`src/rtl/ram_arb_pkg.sv`:
```
// ram_arb_pkg: shared types and constants for the data-RAM port arbiter.
//   arb_state_e   : arbiter FSM state encoding (IDLE/ISSUE/WAIT/ACK)
//   NREQ          : number of requesters sharing the RAM port
//   REQ_CPU/STK/DMA : requester indices (bit positions in req/we/ack)
//   rr_next()     : round-robin successor of a requester index
package ram_arb_pkg;

  typedef enum logic [1:0] {
    ST_IDLE  = 2'd0,
    ST_ISSUE = 2'd1,
    ST_WAIT  = 2'd2,
    ST_ACK   = 2'd3
  } arb_state_e;

  localparam int NREQ = 3;

  localparam logic [1:0] REQ_CPU = 2'd0;
  localparam logic [1:0] REQ_STK = 2'd1;
  localparam logic [1:0] REQ_DMA = 2'd2;

  // Successor index modulo NREQ; index 3 is never produced.
  function automatic logic [1:0] rr_next(input logic [1:0] idx);
    return (idx >= REQ_DMA) ? REQ_CPU : idx + 2'd1;
  endfunction

endpackage

```
`src/rtl/ram_port_arbiter_rr_picker.sv`:
```
// rr_picker: combinational round-robin winner selection.
//   req_i[2:0]        : per-requester request bits
//   last_grant_i[1:0] : index of the most recently completed requester
//   winner_o[1:0]     : first requesting index after last_grant (wrapping)
//   any_req_o         : at least one request is pending
module rr_picker
  import ram_arb_pkg::*;
(
  input  logic [2:0] req_i,
  input  logic [1:0] last_grant_i,
  output logic [1:0] winner_o,
  output logic       any_req_o
);

  logic [3:0] req_ext;
  logic [1:0] cand0;
  logic [1:0] cand1;
  logic [1:0] cand2;

  always_comb begin
    // Padding to 4 bits lets a 2-bit index address the vector safely.
    req_ext   = {1'b0, req_i};
    cand0     = rr_next(last_grant_i);
    cand1     = rr_next(cand0);
    cand2     = rr_next(cand1);
    any_req_o = |req_i;
    winner_o  = last_grant_i;
    if (req_ext[cand0]) begin
      winner_o = cand0;
    end else if (req_ext[cand1]) begin
      winner_o = cand1;
    end else if (req_ext[cand2]) begin
      winner_o = cand2;
    end
  end

endmodule

```
`src/rtl/ram_port_arbiter.sv`:
```
// ram_port_arbiter: shares the single synchronous data-RAM port between the
// CPU RAM unit (0), the stack unit (1) and the DMA/IO master (2).
//   clk, rst            : clock, asynchronous active-high reset
//   req_i[2:0], we_i    : per-requester request level / write enable
//   addrN_i, wdataN_i   : per-requester address and write data
//   ack_o[2:0]          : one-hot single-cycle completion pulse
//   rdata_o             : read data, valid from the ack cycle until next read
//   busy_o              : arbiter not idle
//   ram_en_o/ram_we_o/ram_addr_o/ram_wdata_o/ram_rdata_i : RAM macro port
//   dbg_state_o         : current FSM state
//
// Handshake: a requester raises req and holds addr/we/wdata stable until it
// sees its ack bit; it must drop req in the cycle after ack, since a req still
// high when the arbiter is back in IDLE is a new request. Everything is
// latched at grant, so later changes (including dropping req) are ignored and
// the access always completes with an ack.
module ram_port_arbiter
  import ram_arb_pkg::*;
#(
  parameter int ADDR_W   = 15,
  parameter int DATA_W   = 16,
  parameter int READ_LAT = 1
) (
  input  logic              clk,
  input  logic              rst,
  input  logic [2:0]        req_i,
  input  logic [2:0]        we_i,
  input  logic [ADDR_W-1:0] addr0_i,
  input  logic [ADDR_W-1:0] addr1_i,
  input  logic [ADDR_W-1:0] addr2_i,
  input  logic [DATA_W-1:0] wdata0_i,
  input  logic [DATA_W-1:0] wdata1_i,
  input  logic [DATA_W-1:0] wdata2_i,
  output logic [2:0]        ack_o,
  output logic [DATA_W-1:0] rdata_o,
  output logic              busy_o,
  output logic              ram_en_o,
  output logic              ram_we_o,
  output logic [ADDR_W-1:0] ram_addr_o,
  output logic [DATA_W-1:0] ram_wdata_o,
  input  logic [DATA_W-1:0] ram_rdata_i,
  output arb_state_e        dbg_state_o
);

  localparam int         CNT_W  = 2;
  localparam logic [CNT_W-1:0] LAT_M1 = CNT_W'(READ_LAT - 1);

  arb_state_e        state_q, state_d;
  logic [1:0]        winner_q;
  logic [1:0]        last_grant_q;
  logic [CNT_W-1:0]  cnt_q;
  logic              ram_en_q;
  logic              ram_we_q;
  logic [ADDR_W-1:0] ram_addr_q;
  logic [DATA_W-1:0] ram_wdata_q;
  logic [DATA_W-1:0] rdata_q;

  logic [1:0]        pick;
  logic              any_req;
  logic              grant;
  logic [ADDR_W-1:0] sel_addr;
  logic [DATA_W-1:0] sel_wdata;
  logic              sel_we;

  rr_picker u_rr_picker (
    .req_i        (req_i),
    .last_grant_i (last_grant_q),
    .winner_o     (pick),
    .any_req_o    (any_req)
  );

  assign grant = (state_q == ST_IDLE) && any_req;

  // Request mux feeding the grant-time latches.
  always_comb begin
    sel_addr  = addr0_i;
    sel_wdata = wdata0_i;
    sel_we    = we_i[0];
    case (pick)
      REQ_STK: begin
        sel_addr  = addr1_i;
        sel_wdata = wdata1_i;
        sel_we    = we_i[1];
      end
      REQ_DMA: begin
        sel_addr  = addr2_i;
        sel_wdata = wdata2_i;
        sel_we    = we_i[2];
      end
      default: ;
    endcase
  end

  // FSM state register
  always_ff @(posedge clk or posedge rst) begin
    if (rst) begin
      state_q <= ST_IDLE;
    end else begin
      state_q <= state_d;
    end
  end

  // FSM next-state logic
  always_comb begin
    state_d = state_q;
    case (state_q)
      ST_IDLE:  if (any_req) state_d = ST_ISSUE;
      ST_ISSUE: state_d = ram_we_q ? ST_ACK : ST_WAIT;
      ST_WAIT:  if (cnt_q == '0) state_d = ST_ACK;
      ST_ACK:   state_d = ST_IDLE;
      default:  state_d = ST_IDLE;
    endcase
  end

  // FSM outputs (Moore)
  always_comb begin
    ack_o       = (state_q == ST_ACK) ? (3'b001 << winner_q) : 3'b000;
    busy_o      = (state_q != ST_IDLE);
    dbg_state_o = state_q;
  end

  // Grant latches, latency counter, read capture and round-robin pointer.
  // ram_en is registered so it is high exactly during the ISSUE cycle.
  always_ff @(posedge clk or posedge rst) begin
    if (rst) begin
      winner_q     <= REQ_CPU;
      last_grant_q <= REQ_DMA;
      cnt_q        <= '0;
      ram_en_q     <= 1'b0;
      ram_we_q     <= 1'b0;
      ram_addr_q   <= '0;
      ram_wdata_q  <= '0;
      rdata_q      <= '0;
    end else begin
      ram_en_q <= grant;
      if (grant) begin
        winner_q    <= pick;
        ram_addr_q  <= sel_addr;
        ram_wdata_q <= sel_wdata;
        ram_we_q    <= sel_we;
      end
      if ((state_q == ST_ISSUE) && !ram_we_q) begin
        cnt_q <= LAT_M1;
      end
      if (state_q == ST_WAIT) begin
        if (cnt_q == '0) begin
          rdata_q <= ram_rdata_i;
        end else begin
          cnt_q <= cnt_q - 1'b1;
        end
      end
      if (state_q == ST_ACK) begin
        last_grant_q <= winner_q;
      end
    end
  end

  assign ram_en_o    = ram_en_q;
  assign ram_we_o    = ram_we_q;
  assign ram_addr_o  = ram_addr_q;
  assign ram_wdata_o = ram_wdata_q;
  assign rdata_o     = rdata_q;

endmodule

```
`config.mk`:
```
export PLATFORM = sky130hd
export DESIGN_NAME = ram_port_arbiter
export DESIGN_NICKNAME = d
export VERILOG_FILES = /design/src/rtl/ram_arb_pkg.sv /design/src/rtl/ram_port_arbiter_rr_picker.sv /design/src/rtl/ram_port_arbiter.sv
export SDC_FILE = /design/constraint.sdc
export NUM_CORES = 1
export LEC_CHECK = 0
export CAP_MARGIN = 20
export CORE_MARGIN = 2
export CORE_UTILIZATION = 30
export CTS_CLUSTER_SIZE = 12
export DETAILED_ROUTE_END_ITERATION = 6
export PLACE_DENSITY = 0.66
export RECOVER_POWER = 25
export SYNTH_ARGS = -nofsm -noshare
export SYNTH_HDL_FRONTEND = slang
export SYNTH_SLANG_ARGS = --single-unit
```
`constraint.sdc`:
```
create_clock -name clk -period 2.7 [get_ports clk]
set_input_delay 0.81 -clock clk [delete_from_list [all_inputs] [get_ports clk]]
set_output_delay 0.81 -clock clk [all_outputs]
set_load 0.1 [all_outputs]
```
==> results of run 1 <==
[stage by stage]
step,hold slack (ns),cell area (um^2),util (%),worst slack [ns],std cells
floorplan,0.485,2910,-,0.0236,270
global route,0.506,4950,53.3,-0.0267,578
finish,0.477,4950,53.3,0.134,578
CTS,0.483,4960,53.4,0.123,578
global placement,0.463,4780,51.5,-0.231,562
detailed placement,0.468,4780,51.5,-0.233,562
[cells in the mapped netlist (2+ instances only)]
cell type	count	share of area, %
o31ai_1	32	8.3
nor3b_1	2	0.52
nand2b_1	3	0.65
inv_1	9	1.2
nor2b_1	32	6.9
mux2_2	16	6.2
ha_1	6	2.6
a221oi_1	32	9.7
o21ai_0	6	1.0
buf_4	5	1.3
nand2_1	37	4.8
a31oi_1	2	0.43
buf_2	3	0.52
dfrtp_1	56	49
nor2_1	4	0.52
clkbuf_1	13	1.7
[logic make-up after synthesis]
kind of cell / count (synthesis) / synth area share (%)
multiplexers: 18 / 7.12
buffers and inverters: 31 / 4.82
flip-flops: 57 / 49.5
AND/OR/NAND/NOR: 80 / 14.1
AO/OA/AOI/OAI: 78 / 21.8
adder cells (fa/ha/maj): 6 / 2.60
[sequential cells by signal (all words and copies together), names as in the netlist]
signal        flops
ram_wdata_o      16
rdata_o          16
ram_addr_o       15
cnt_q             2
dbg_state_o       2
last_grant_q      2
winner_q          2
ram_en_o          1
ram_we_o          1
[layout make-up]
| type | instances | area (um^2) | share of cell area [%] |
|---|---|---|---|
| clock buffers | 13 | 159 | 3.21 |
| clock inverters | 3 | 15.0 | 0.303 |
| inverters | 10 | 37.5 | 0.759 |
| multi-input cells | 182 | 1350 | 27.3 |
| flip-flops and latches | 57 | 1430 | 28.9 |
| well taps | 129 | 161 | 3.26 |
| repair buffers | 184 | 1790 | 36.3 |
[critical path: cells and delay by family]
family | cells | cell delay (ns)
fa+ha+maj | 1 | 0.19
compound gates | 3 | 0.55
simple gates | 1 | 0.31
buf+inv | 3 | 0.91
[worst paths after layout]
| path | from | endpoint | slack (ns) | depth (start not counted) |
|---|---|---|---|---|
| worst max-delay path | req_i[1] | ram_addr_o[0] | 0.13 | 8 |
| worst min register to register | ram_addr_o[7] | ram_addr_o[7] | 0.48 | 2 |
| max in group asynchronous | rst | dbg_state_o[1] | 0.44 | 3 |
| min in group asynchronous | rst | rdata_o[3] | 1.30 | 3 |
| worst max register to register | last_grant_q[1] | ram_addr_o[0] | 0.68 | 7 |
| worst min-delay path | ram_addr_o[7] | ram_addr_o[7] | 0.48 | 2 |
[metal layers]
metal / vias up / share of wire [%]
li1: 1338 / -
met1: 1278 / 41
met2: 114 / 50
met3: 4 / 9.5
met4: 0 / 0.39
met5: - / 0
==> flow_summary.yaml, run 1 <==
outcome:
  status: "complete, no violations"
layout:
  n_antenna_cell: 0
  fill_cells: 881
  layout-drive-gt1-share_pct: 24.3
  area_growth_pct: 71.6
  layout_commonest_cell: "clkdlybuf4s50_1"
  final_cell_mix: "116 x clkdlybuf4s50_1, 57 x buf_4, 55 x dfrtp_1, 37 x nand2_1"
  nets: 567
synthesis:
  synth_cell_types: 28
  seq_area_frac_synth_pct: 49.5
  synth_warnings: 0
  synth-seq-cells: 57
  syn_avg_cell_area_um2: 10.7
  synthFlopType: "dfrtp_1"
  ys_async_sr_fraction_pct: 100
  synthCells: 270
  synth_nets: 393
  synth_area_um2: 2880
  synth-edff-count: 0
route:
  drcViolationCount: 0
  drtPass1Iterations: 4
  wl_um: 8370
  via_count: 2734
  drt-initial-drc-count: 45
  drt-vias-per-instance: 4.73
  postRouteAntennaNets: 0
  drt-wirelength-per-cell_um: 14.5
place:
  port_buffers: 171
  place.gp.congestion: 0.789
  place_hpwl_um: 6390
clock_tree:
  htreeDepth: 3
  clk_pin_slew_worst_paths_ns: 0.06
  hold_buffers: 0
  cts_resized: 0
  clock_path_buffers: 2
  cts_made_buffers: 9
  clk_latency_ns: 0.32
  cts_tree: "built"
  root_buffer: "clkbuf_8"
  cts_setup_buffers: 0
  cts.sinks: 57
setup_path:
  required_ns: 2.90
  crit_chain: "clkdlybuf4s50_1 > nor3b_1 > a31oi_2 > buf_4 > ha_1 > buf_4 > a221oi_1 > o31ai_1"
  start_kind: "input port"
  critPathKind: "in2reg"
  critical_path_peak_fanout: 19
  slowest_stage: "clkdlybuf4s50_1"
  cpMostUsedCell: "buf_4"
  crit_path_max_incr_delay_ns: 0.54
  endpoint_kind: "register"
  critPathArrivalTime_ns: 2.76
hold_path:
  hold_path_class: "reg2reg"
grt:
  antenna_found_initial: 0
  use_met1_pct: 18.9
  grt_overflow: 0
  first_global_vias: 2669
  grt_start_max_net_pins: 58
  grtUsageMet2_pct: 27.4
  grtUsageTotal_pct: 15.9
  top_usage_layer: "met2"
  grt_util_met3_pct: 5.06
  grt_pass1_wl_um: 12800
sta:
  max_freq_mhz: 390
  hold_viol_final: 0
  fin_crit_ns: 2.57
  max-slew-margin-rel_pct: 5.68
  worst_pin_slew_ns: 1.41
  fin_skew_ns: 0.00744
  post-route-period-util_pct: 95.0
  fin_tns_setup_ns: 0
  setup_viol: 0
  maxSlewViolCount: 0
floorplan:
  core_area_um2: 9280
  die-area_um2: 10400
  row_count: 35
  ios: 172
  die_x_um: 102
  dieHeight_um: 102
  start_util_pct: 31.1
run:
  cap_viol_max_count: 0
Power of run 1 is left out: the tool's default activity adds up to more than one toggle a clock period on the data nets, which glitch-free logic cannot reach.
==> run 2, diff against run 1 <==
--- a/config.mk
+++ b/config.mk
@@ -8,10 +8,10 @@
 export CAP_MARGIN = 20
 export CORE_MARGIN = 2
 export CORE_UTILIZATION = 30
-export CTS_CLUSTER_SIZE = 12
 export DETAILED_ROUTE_END_ITERATION = 6
 export PLACE_DENSITY = 0.66
 export RECOVER_POWER = 25
+export SKIP_CTS_REPAIR_TIMING = 1
 export SYNTH_ARGS = -nofsm -noshare
 export SYNTH_HDL_FRONTEND = slang
 export SYNTH_SLANG_ARGS = --single-unit
==> results of run 2 <==
Final layout, timing and power as in run 1 (identical DEF).
Power of run 2 is left out for the same reason.
==> run 3, diff against run 2 <==
--- a/config.mk
+++ b/config.mk
@@ -9,8 +9,10 @@
 export CORE_MARGIN = 2
 export CORE_UTILIZATION = 30
 export DETAILED_ROUTE_END_ITERATION = 6
+export MAX_ROUTING_LAYER = met4
 export PLACE_DENSITY = 0.66
 export RECOVER_POWER = 25
+export REMOVE_ABC_BUFFERS = 1
 export SKIP_CTS_REPAIR_TIMING = 1
 export SYNTH_ARGS = -nofsm -noshare
 export SYNTH_HDL_FRONTEND = slang
==> flow_summary.yaml, run 3 (synthesized netlist as in run 1, its figures left out) <==
sta:
  post-route-period-util_pct: 91.6
  fin_tns_setup_ns: 0
  max-slew-margin-rel_pct: -5.23
  fin_crit_ns: 2.47
  setup_viol: 0
  fin_skew_ns: 0.0111
  maxSlewViolCount: 29
  max_freq_mhz: 404
  setup_slack_ns: 0.227
  worst_pin_slew_ns: 1.58
  hold_viol_final: 0
  rsz0062_at_grt: "no"
hold_path:
  holdPathStages: 2
  hold_end: "ram_wdata_o[10]"
  hold_path_class: "reg2reg"
  worstHoldStart: "ram_wdata_o[10]"
route:
  postRouteAntennaNets: 0
  drcViolationCount: 0
  drt-vias-per-instance: 4.82
  via_count: 2792
  wl_um: 8310
  drtPass1Iterations: 4
  drt-initial-drc-count: 63
  drt-wirelength-per-cell_um: 14.4
layout:
  layout_commonest_cell: "clkdlybuf4s50_1"
  final_cell_mix: "116 x clkdlybuf4s50_1, 59 x buf_4, 56 x dfrtp_1, 37 x nand2_1"
  n_antenna_cell: 0
  nets: 568
  fin_area_um2: 4910
  layout-drive-gt1-share_pct: 23.3
  area_growth_pct: 70.4
  multi_input_area_um2: 1320
  fill_cells: 890
  ff_latch_area_um2: 1430
place:
  place_hpwl_um: 6380
  port_buffers: 171
  post-place-ws_ns: -0.142
  place_area_um2: 4720
  place.gp.congestion: 0.822
floorplan:
  die_x_um: 102
  die-area_um2: 10400
  row_count: 35
  dieHeight_um: 102
  start_util_pct: 31.1
  core_area_um2: 9280
  ios: 172
grt:
  grt_util_met3_pct: 4.04
  grt_pass1_wl_um: 13200
  grtUsageMet2_pct: 28.2
  grt_overflow: 0
  grt_start_max_net_pins: 68
  use_met1_pct: 19.5
  first_global_vias: 2858
  top_usage_layer: "met2"
  antenna_found_initial: 0
  grtUsageTotal_pct: 16.7
setup_path:
  start_kind: "input port"
  endpoint_kind: "register"
  slowest_stage: "clkdlybuf4s50_1"
  timing.rr.start: "last_grant_q[1]"
  critPathArrivalTime_ns: 2.67
  path_buf_inv: 3
  critPathKind: "in2reg"
  reg2reg_depth: 6
  required_ns: 2.89
  r2r-end: "ram_wdata_o[10]"
  crit_path_max_incr_delay_ns: 0.52
  crit_family: "buffers and inverters"
  rrSetupSlack_ns: 0.61
  crit_chain: "clkdlybuf4s50_1 > mux2i_1 > a22oi_1 > inv_1 > ha_1 > buf_12 > a221oi_1 > o31ai_1"
  critical_path_peak_fanout: 22
clock_tree:
  cts.sinks: 57
  root_buffer: "clkbuf_8"
  cts_made_buffers: 9
  clock_path_buffers: 2
  clk_latency_ns: 0.33
  htreeDepth: 3
  clk_pin_slew_worst_paths_ns: 0.06
  cts_tree: "built"
outcome:
  status: "complete, but fails checks"
  violations: "capacitance limit, slew limit"
run:
  cap_viol_max_count: 1
## run 3: cell count changes in the layout (fill, tap and decap cells not counted), moves of 2 or more
cell / before / now
nor2_4: 3 / 1
nor2_1: 2 / 4
buf_4: 57 / 59
buf_12: 10 / 8
## run 3: worst max path at each step
stage | start | to | slack [ns] | cells past startpoint
floorplan | dbg_state_o[0] | ack_o[0] | -1.67 | 2
global placement | req_i[0] | ram_addr_o[3] | -0.13 | 8
detailed placement | req_i[0] | ram_addr_o[3] | -0.14 | 8
CTS | req_i[0] | ram_addr_o[3] | 0.22 | 8
global route | rst | ram_wdata_o[9] | 0.08 | 3
finish | req_i[0] | ram_wdata_o[10] | 0.23 | 8
## run 3: tightest hold or removal path, stage by stage (launching register included)
cell and delay [ns]:
dfrtp_1 0.34, nand2_1 0.05, o31ai_1 0.05
## run 3: per-layer routing
layer	vias to the layer above	wire length [um]
met5	-	0
met4	0	144
met3	12	586
met2	117	4090
met1	1316	3490
li1	1347	-
## run 3: layout make-up
class	count	area share (%)
Timing Repair Buffer	185	36.1
Tap cell	129	3.29
Sequential cell	57	29.1
Clock inverter	6	1.17
Multi-Input combinational cell	182	26.8
Inverter	10	0.764
Clock buffer	10	2.80
## run 3: metrics by stage
step | hold slack, ns | util [%] | std cells
2_1_floorplan | 0.485 | - | 249
3_3_place_gp | 0.462 | 50.9 | 563
3_5_place_dp | 0.473 | 50.9 | 563
4_1_cts | 0.487 | 53.0 | 579
5_1_grt | 0.510 | 52.9 | 579
6_report | 0.478 | 52.9 | 579
Power of run 3 is left out for the same reason.
